$ cat config.mk
export PLATFORM = sky130hd
export DESIGN_NAME = mem_port_arbiter
export DESIGN_NICKNAME = d
export VERILOG_FILES = /design/src/rtl/mem_port_arbiter.sv
export SDC_FILE = /design/constraint.sdc
export NUM_CORES = 1
export LEC_CHECK = 0
export ABC_AREA = 1
export ABC_CLOCK_PERIOD_IN_PS = 2900
export CAP_MARGIN = 0
export CORE_AREA = 2 2 103 105
export DETAILED_ROUTE_END_ITERATION = 6
export DIE_AREA = 0 0 105 107
export PLACE_DENSITY = 0.84
export SLEW_MARGIN = 20
export SYNTH_ARGS = -nofsm -noshare
export SYNTH_HDL_FRONTEND = slang
export SYNTH_SLANG_ARGS = --single-unit
$ cat constraint.sdc
create_clock -name clk -period 2.9 [get_ports clk]
set_input_delay 0.29 -clock clk [delete_from_list [all_inputs] [get_ports clk]]
set_output_delay 0.29 -clock clk [all_outputs]
set_load 0.02 [all_outputs]
$ cat src/rtl/mem_port_arbiter.sv
// Round-robin arbiter sharing one memory read port between a cache and a store buffer.
// Optional WAIT timeout (rdata=0, err_o pulse) is enabled by defining ARB_TIMEOUT_EN.
module mem_port_arbiter #(
  parameter int unsigned ADDR_W         = 32,
  parameter int unsigned DATA_W         = 32,
  parameter int unsigned TIMEOUT_CYCLES = 16
) (
  input  logic              clk,
  input  logic              reset,
  input  logic              cache_req_i,
  input  logic [ADDR_W-1:0] cache_addr_i,
  output logic              cache_gnt_o,
  output logic              cache_rvalid_o,
  output logic [DATA_W-1:0] cache_rdata_o,
  input  logic              strBuf_req_i,
  input  logic [ADDR_W-1:0] strBuf_addr_i,
  output logic              strBuf_gnt_o,
  output logic              strBuf_rvalid_o,
  output logic [DATA_W-1:0] strBuf_rdata_o,
  output logic              mem_req_o,
  output logic [ADDR_W-1:0] mem_addr_o,
  input  logic              mem_wait_i,
  input  logic              mem_ready_i,
  input  logic [DATA_W-1:0] mem_data_i,
  output logic              err_o,
  output logic [1:0]        outState
);

  typedef enum logic [1:0] {
    StIdle  = 2'd0,
    StIssue = 2'd1,
    StWait  = 2'd2,
    StResp  = 2'd3
  } state_e;

  state_e            state_q;
  logic              win_strbuf_q;   // owner of the in-flight transaction
  logic              prio_strbuf_q;  // store buffer wins the next tie
  logic              mem_req_q;
  logic [ADDR_W-1:0] mem_addr_q;
  logic              cache_gnt_q;
  logic              strbuf_gnt_q;
  logic              cache_rvalid_q;
  logic              strbuf_rvalid_q;
  logic [DATA_W-1:0] cache_rdata_q;
  logic [DATA_W-1:0] strbuf_rdata_q;
  logic              pick_strbuf;

  // mem_wait_i is status only and has no effect on sequencing.
  logic unused_cfg;
  assign unused_cfg = mem_wait_i | (TIMEOUT_CYCLES == 0);

  assign pick_strbuf = strBuf_req_i & (~cache_req_i | prio_strbuf_q);

`ifdef ARB_TIMEOUT_EN
  localparam int unsigned CntW = (TIMEOUT_CYCLES > 1) ? $clog2(TIMEOUT_CYCLES) : 1;

  logic [CntW-1:0] wait_cnt_q;
  logic            err_q;
  logic            timeout;

  assign timeout = (wait_cnt_q == CntW'(TIMEOUT_CYCLES - 1));
  assign err_o   = err_q;
`else
  assign err_o   = 1'b0;
`endif

  always_ff @(posedge clk) begin
    if (reset) begin
      state_q         <= StIdle;
      win_strbuf_q    <= 1'b0;
      prio_strbuf_q   <= 1'b0;
      mem_req_q       <= 1'b0;
      mem_addr_q      <= '0;
      cache_gnt_q     <= 1'b0;
      strbuf_gnt_q    <= 1'b0;
      cache_rvalid_q  <= 1'b0;
      strbuf_rvalid_q <= 1'b0;
      cache_rdata_q   <= '0;
      strbuf_rdata_q  <= '0;
`ifdef ARB_TIMEOUT_EN
      wait_cnt_q      <= '0;
      err_q           <= 1'b0;
`endif
    end else begin
      mem_req_q       <= 1'b0;
      cache_gnt_q     <= 1'b0;
      strbuf_gnt_q    <= 1'b0;
      cache_rvalid_q  <= 1'b0;
      strbuf_rvalid_q <= 1'b0;
`ifdef ARB_TIMEOUT_EN
      err_q           <= 1'b0;
`endif
      unique case (state_q)
        StIdle: begin
          if (cache_req_i | strBuf_req_i) begin
            win_strbuf_q <= pick_strbuf;
            mem_addr_q   <= pick_strbuf ? strBuf_addr_i : cache_addr_i;
            mem_req_q    <= 1'b1;
            cache_gnt_q  <= ~pick_strbuf;
            strbuf_gnt_q <= pick_strbuf;
            state_q      <= StIssue;
          end
        end
        StIssue: begin
          state_q <= StWait;
`ifdef ARB_TIMEOUT_EN
          wait_cnt_q <= '0;
`endif
        end
        StWait: begin
          if (mem_ready_i) begin
            if (win_strbuf_q) strbuf_rdata_q <= mem_data_i;
            else              cache_rdata_q  <= mem_data_i;
            cache_rvalid_q  <= ~win_strbuf_q;
            strbuf_rvalid_q <= win_strbuf_q;
            state_q         <= StResp;
          end
`ifdef ARB_TIMEOUT_EN
          else if (timeout) begin
            if (win_strbuf_q) strbuf_rdata_q <= '0;
            else              cache_rdata_q  <= '0;
            cache_rvalid_q  <= ~win_strbuf_q;
            strbuf_rvalid_q <= win_strbuf_q;
            err_q           <= 1'b1;
            state_q         <= StResp;
          end else begin
            wait_cnt_q <= wait_cnt_q + CntW'(1);
          end
`endif
        end
        StResp: begin
          prio_strbuf_q <= ~win_strbuf_q;
          state_q       <= StIdle;
        end
        default: state_q <= StIdle;
      endcase
    end
  end

  assign cache_gnt_o     = cache_gnt_q;
  assign strBuf_gnt_o    = strbuf_gnt_q;
  assign cache_rvalid_o  = cache_rvalid_q;
  assign strBuf_rvalid_o = strbuf_rvalid_q;
  assign cache_rdata_o   = cache_rdata_q;
  assign strBuf_rdata_o  = strbuf_rdata_q;
  assign mem_req_o       = mem_req_q;
  assign mem_addr_o      = mem_addr_q;
  assign outState        = state_q;

endmodule

==> reports/results.txt, run 1 <==
Top_reg_cell synth -> dfxtp_1
Total power per unit cell area -> 727 nW/um^2
Net Switching -> 1760 uW
Required @ worst endpoint -> 3.17 ns
CP dominant cell by count -> nor2_1
Clock share of power -> 19.2%
Yosys Warn Count -> 0
Final TNS setup -> 0 ns
EDFF count, synth -> 0
Clock period minus worst slack -> 1.81 ns
Switching share of power -> 36.9%
Post-DP HPWL -> 9.24 mm
Synth area leader -> dfxtp_1
Post-cts resize count -> 0
Row cnt -> 37
Setup-failing EPs final -> 0
Top cells by area, synth -> dfxtp_1 (49%), nor2_1 (17%), o21ai_0 (6.1%)
DRT Pass-1 Iters -> 5
Hold Path Class -> in -> reg
Power Internal -> 3010 uW
Asr flop ratio synth -> 0%
R2R Path Start -> outState[0]
Die Ht -> 107 um
Syn nets -> 717
Crit end category -> flip-flop
GRT overflow -> 0
Fmax -> 553 MHz
GR Util All Layers -> 22.3%
Peak VDD IR -> 0.386 mV
Top Family by Delay on Critical Path -> buffers and inverters
Setup Buffers After CTS -> 0
Drt drc -> 0
Layout Nets -> 892
First-pass GRT wire length -> 20.2 mm
Core area -> 10,100 um^2
Clk_lat worst skew -> 0.36 ns
Util after Layout -> 65.1%
Initial Util -> 42.9%
Vias in the first global route -> 4,254
Tcrit/Tclk final -> 62.3%
Worst Setup Path Type -> reg -> reg
I/O pin cnt -> 206
Post-synth top area share -> 48.6%
Layout Skew -> 0.00775 ns
Run status -> finished clean
R2R cell count -> 8
Crit path buffers/inverters -> 3
Port bufs -> 203
Maximum buffer depth of the clock tree -> 2
Hold_ws -> 0.333 ns
Die Wd -> 105 um
Area growth syn-to-layout -> 51.7%
Sink Count -> 105
Slew HR -> 58.1%
Critical Path End -> mem_addr_o[25]
Multi-input logic area -> 1850 um^2
ANT cells -> 0
Sequential power share -> 39.8%
CP Depth -> 8
Crit-path max FO -> 62
Maxcap violations -> 0
Antenna Nets Post-Route -> 0
Clock transition at path regs -> 0.10 ns
Beginning of the critical path -> outState[0]
GPL Wtd Cong -> 0.819
CP Cell Sequence -> inv_1 -> ha_1 -> inv_2 -> nor2_4 -> buf_4 -> nand2_1 -> nor2_1 -> nor2_1
CTS buffer count -> 9
Fin. Hold Viols -> 0
Netlist Area Pre-Place -> 4330 um^2
Syn_area_per_cell -> 7.09 um^2
Post-Syn Instances -> 610
Root buffer cell -> clkbuf_8
Gate power share -> 41.0%
Most frequent cell after synthesis -> nor2_1
Register Area -> 2100 um^2
Vias per cell -> 4.96
Sequential cell area fraction in the yosys report -> 48.6%
Pleak -> 0.00282 uW
Initial DRC count -> 285
RSZ-0062 raised after global routing -> no
Crit path DAT -> 2.08 ns
Final wirelength -> 12.9 mm
Die ar. -> 11,200 um^2
Slowest stage delay, CP -> 0.49 ns
Max Slew Vio Count -> 0
Synth Register Bits -> 105
CP startpoint kind -> flip-flop
Vias -> 4,589
Tightest Pin Transition -> 0.629 ns
WL per Instance -> 13.9 um
WHS Path Cells -> 4
Slowest CP cell -> buf_4
TritonCTS clock tree -> done
Initial antenna violation count -> 0
Hold-fix buffers, CTS -> 0
Post-synth top cells -> nor2_1 (196), dfxtp_1 (105), o21ai_0 (53), o21ai_1 (44), nand2_1 (41)
Synth cell types -> 21
Layout cells sized above 1 -> 4.18%
Worst r2r dst -> mem_addr_o[25]
R2R setup slack -> 1.09 ns
H-tree depth -> 3
Largest net degree at the start of global routing -> 69
Filler cells -> 879
-- flip-flops by register name, summed over array words and instances, names as in the netlist, 2 cells and up --
register	count
cache_rdata_o	32
mem_addr_o	32
outState	2
strBuf_rdata_o	32
-- power by group through the flow --
stage	registers (uW)	clock network, uW	logic [uW]
final	1900	917	1960
after global routing	1930	992	2140
after CTS	1900	943	1970
after detailed placement	1930	0	1960
after global placement	1910	0	1920
after floorplan	2270	0	732
-- routing by layer --
metal	track usage, %	routed length (um)	up-vias
met1	25.4	5280	2071
li1	-	-	2285
met5	0	0	-
met4	8.29	217	0
met2	39.6	6220	217
met3	6.50	1160	16
-- worst min-delay path by stage --
stage                            start                 end  slack (ns)
floorplan                        reset      cache_rvalid_o        0.37
global placement    strBuf_rdata_o[29]  strBuf_rdata_o[29]        0.48
detailed placement  strBuf_rdata_o[19]  strBuf_rdata_o[19]        0.48
CTS                       strBuf_req_i        win_strbuf_q        0.33
global route              strBuf_req_i        win_strbuf_q        0.37
finish                    strBuf_req_i        win_strbuf_q        0.33
-- worst reg2reg max path: cells and delay by family (launching register included) --
| kind | cells | cell delay, ns |
|---|---|---|
| buffers and inverters | 3 | 0.67 |
| adder cells (fa/ha/maj) | 1 | 0.20 |
| AND/OR/NAND/NOR | 4 | 0.49 |
| flip-flops | 1 | 0.35 |
-- layout by cell type (no fill, tap or decap), types with 3 or more instances in the layout --
cell type,instances
a21oi_1,36
clkbuf_8,9
buf_4,5
inv_2,5
inv_1,38
nor2_1,196
o21ai_1,44
nand3_1,33
nand2_1,40
inv_6,3
dfxtp_1,105
clkdlybuf4s50_1,202
ha_1,5
o21ai_0,53
-- final cells by class --
class	count	share of cell area [%]
clock buffers	9	1.89
clock inverters	7	1.14
inverters	43	2.46
multi-input cells	417	28.2
flip-flops and latches	105	32.0
well taps	136	2.59
repair buffers	209	31.7
-- kinds of logic (layout without fill, tap and decap cells) --
logic type | Yosys count | count (layout) | share of synthesized area, %
simple gates | 277 | 277 | 25.6
compound gates | 134 | 134 | 15.5
flops | 105 | 105 | 48.6
buf+inv | 88 | 268 | 8.76
fa+ha+maj | 5 | 5 | 1.45
other cells | 1 | 1 | 0.0866
-- metrics by stage --
stage	instance area [um^2]	std cells	setup WS (ns)	power, uW
after floorplan	4330	610	1.39	3010
after detailed placement	6370	910	0.867	3890
after CTS	6570	926	1.08	4810
after global routing	6570	926	0.878	5070
final	6570	926	1.09	4770
after global placement	6370	910	0.894	3830
(Power assumes the default switching activity.)
==> inputs of run 2 (changes only) <==
--- a/config.mk
+++ b/config.mk
@@ -6,12 +6,12 @@
 export NUM_CORES = 1
 export LEC_CHECK = 0
 export ABC_AREA = 1
-export ABC_CLOCK_PERIOD_IN_PS = 2900
+export ABC_CLOCK_PERIOD_IN_PS = 1550
 export CAP_MARGIN = 0
-export CORE_AREA = 2 2 103 105
+export CORE_AREA = 2 2 112 114
 export DETAILED_ROUTE_END_ITERATION = 6
-export DIE_AREA = 0 0 105 107
-export PLACE_DENSITY = 0.84
+export DIE_AREA = 0 0 114 116
+export PLACE_DENSITY = 0.75
 export SLEW_MARGIN = 20
 export SYNTH_ARGS = -nofsm -noshare
 export SYNTH_HDL_FRONTEND = slang
==> constraint.sdc (replaced) <==
create_clock -name clk -period 1.55 [get_ports clk]
set_input_delay 0.155 -clock clk [delete_from_list [all_inputs] [get_ports clk]]
set_output_delay 0.155 -clock clk [all_outputs]
set_load 0.02 [all_outputs]
==> reports/results.txt, run 2 (synthesized netlist as in run 1, its figures left out) <==
Run status -> finished clean (unchanged)
Vias per cell -> 4.73 (was 4.96)
Vias -> 4,496 (was 4,589)
Top Family by Delay on Critical Path -> buffers and inverters (unchanged)
Initial Util -> 36.3% (was 42.9%)
Largest net degree at the start of global routing -> 63 (was 69)
WL per Instance -> 13.4 um (was 13.9 um)
DRT Pass-1 Iters -> 4 (was 5)
Layout cells sized above 1 -> 5.73% (was 4.18%)
Most frequent cells in the layout -> clkdlybuf4s50_1 (200), nor2_1 (196), dfxtp_1 (105) (was clkdlybuf4s50_1 (202), nor2_1 (196), dfxtp_1 (105))
CTS buffer count -> 9 (unchanged)
Worst r2r dst -> cache_rdata_o[6] (was mem_addr_o[25])
Tcrit/Tclk final -> 95.7%
Required @ worst endpoint -> 1.39 ns (was 3.17 ns)
Fmax -> 674 MHz
Most common cell after layout, fill and taps aside -> clkdlybuf4s50_1 (unchanged)
Crit path buffers/inverters -> 1 (was 3)
Initial antenna violation count -> 0 (unchanged)
Critical Path End -> strBuf_rdata_o[22] (was mem_addr_o[25])
I/O pin cnt -> 206 (unchanged)
CP Depth -> 1 (was 8)
Core area -> 11,900 um^2 (was 10,100 um^2)
Fin. Hold Viols -> 0 (unchanged)
R2R setup slack -> 0.08 ns (was 1.09 ns)
Port bufs -> 203 (unchanged)
GPL Wtd Cong -> 0.800 (was 0.819)
Vias in the first global route -> 4,306 (was 4,254)
Die Ht -> 116 um (was 107 um)
Drt drc -> 0 (unchanged)
Area growth syn-to-layout -> 59.2% (was 51.7%)
GRT overflow -> 0 (unchanged)
CP startpoint kind -> flip-flop (unchanged)
Final wirelength -> 12.7 mm (was 12.9 mm)
Beginning of the critical path -> strBuf_rdata_o[22] (was outState[0])
GR Util All Layers -> 19.1% (was 22.3%)
Hold-fix buffers, CTS -> 0 (unchanged)
Post-route worst setup slack -> 0.0660 ns (was 1.09 ns)
Clock period minus worst slack -> 1.48 ns
Layout Nets -> 905 (was 892)
R2R cell count -> 7 (was 8)
R2R Path Start -> outState[0] (unchanged)
Filler cells -> 1,099 (was 879)
Hold Path Class -> in -> reg (unchanged)
Clock transition at path regs -> 0.08 ns (was 0.10 ns)
Peak VDD IR -> 0.664 mV (was 0.386 mV)
Clk_lat worst skew -> 0.35 ns (was 0.36 ns)
H-tree depth -> 3 (unchanged)
Setup Slack @ Placement -> -0.0478 ns (was 0.867 ns)
Placed cells -> 931 (was 910)
Total power per unit cell area -> 1420 nW/um^2 (was 727 nW/um^2)
TritonCTS clock tree -> done (unchanged)
Hold_ws -> 0.304 ns (was 0.333 ns)
Maximum buffer depth of the clock tree -> 2 (unchanged)
Worst Setup Path Type -> reg -> out (was reg -> reg)
Root buffer cell -> clkbuf_16 (was clkbuf_8)
Initial DRC count -> 323 (was 285)
Die Wd -> 114 um (was 105 um)
Max Slew Vio Count -> 0 (unchanged)
Crit end category -> output port (was flip-flop)
Setup-failing EPs final -> 0 (unchanged)
Sink Count -> 105 (unchanged)
Row cnt -> 40 (was 37)
CP Cell Sequence -> clkdlybuf4s50_1 (was inv_1 -> ha_1 -> inv_2 -> nor2_4 -> buf_4 -> nand2_1 -> nor2_1 -> nor2_1)
Maxcap violations -> 0 (unchanged)
Crit-path max FO -> 2 (was 62)
RSZ-0062 raised after global routing -> yes (was no)
Finished Layout Cells -> 950 (was 926)
Post-DP HPWL -> 9.28 mm (was 9.24 mm)
Layout Skew -> 0.00703 ns (was 0.00775 ns)
Die ar. -> 13,200 um^2 (was 11,200 um^2)
First-pass GRT wire length -> 20.4 mm (was 20.2 mm)
Slowest stage delay, CP -> 0.64 ns (was 0.49 ns)
Crit path DAT -> 1.33 ns (was 2.08 ns)
Pleak -> 0.00297 uW (was 0.00282 uW)
Antenna Nets Post-Route -> 0 (unchanged)
Slowest CP cell -> clkdlybuf4s50_1 (was buf_4)
ANT cells -> 0 (unchanged)
[run 2: timing repair]
item	CTS	global route
pin swaps	0	1
endpoints found under the setup margin	63	60
setup buffers	0	2
resized for setup	4	5
gates cloned	0	1
[run 2: how the worst min path moves through the flow]
stage	startpoint	to	slack, ns	depth (start not counted)
finish	strBuf_req_i	outState[1]	0.30	5
global route	strBuf_req_i	cache_gnt_o	0.33	3
CTS	strBuf_req_i	outState[1]	0.30	5
detailed placement	strBuf_rdata_o[23]	strBuf_rdata_o[23]	0.48	2
global placement	strBuf_rdata_o[8]	strBuf_rdata_o[8]	0.48	2
floorplan	reset	cache_rvalid_o	0.23	1
[run 2: final cells by class]
class / instances / area [um^2] / area share, %
repair buffers: 222 / 2270 / 33.0
flip-flops and latches: 105 / 2100 / 30.5
multi-input cells: 417 / 1850 / 26.9
clock buffers: 9 / 225 / 3.27
well taps: 147 / 184 / 2.67
inverters: 43 / 169 / 2.45
clock inverters: 7 / 86.3 / 1.25
[run 2: routing by layer]
layer	global-route usage [%]	up-vias	routed length (um)
met1	23.7	1962	5350
li1	-	2316	-
met3	6.12	16	1180
met5	0	-	0
met2	31.8	202	6040
met4	5.93	0	179
[run 2: stage by stage]
step	util, %	total power (uW)	TNS [ns]	instance area (um^2)
final	57.9	9790	0	6890
after global routing	57.9	10400	-0.0802	6890
after CTS	57.4	9750	0	6830
after detailed placement	54.7	7440	-0.570	6520
after global placement	54.7	7360	0	6520
after floorplan	-	5620	0	4330
[run 2: where the power goes]
group	internal, uW	switching [uW]
logic	1850	2110
registers	3260	288
clock network	1160	1120
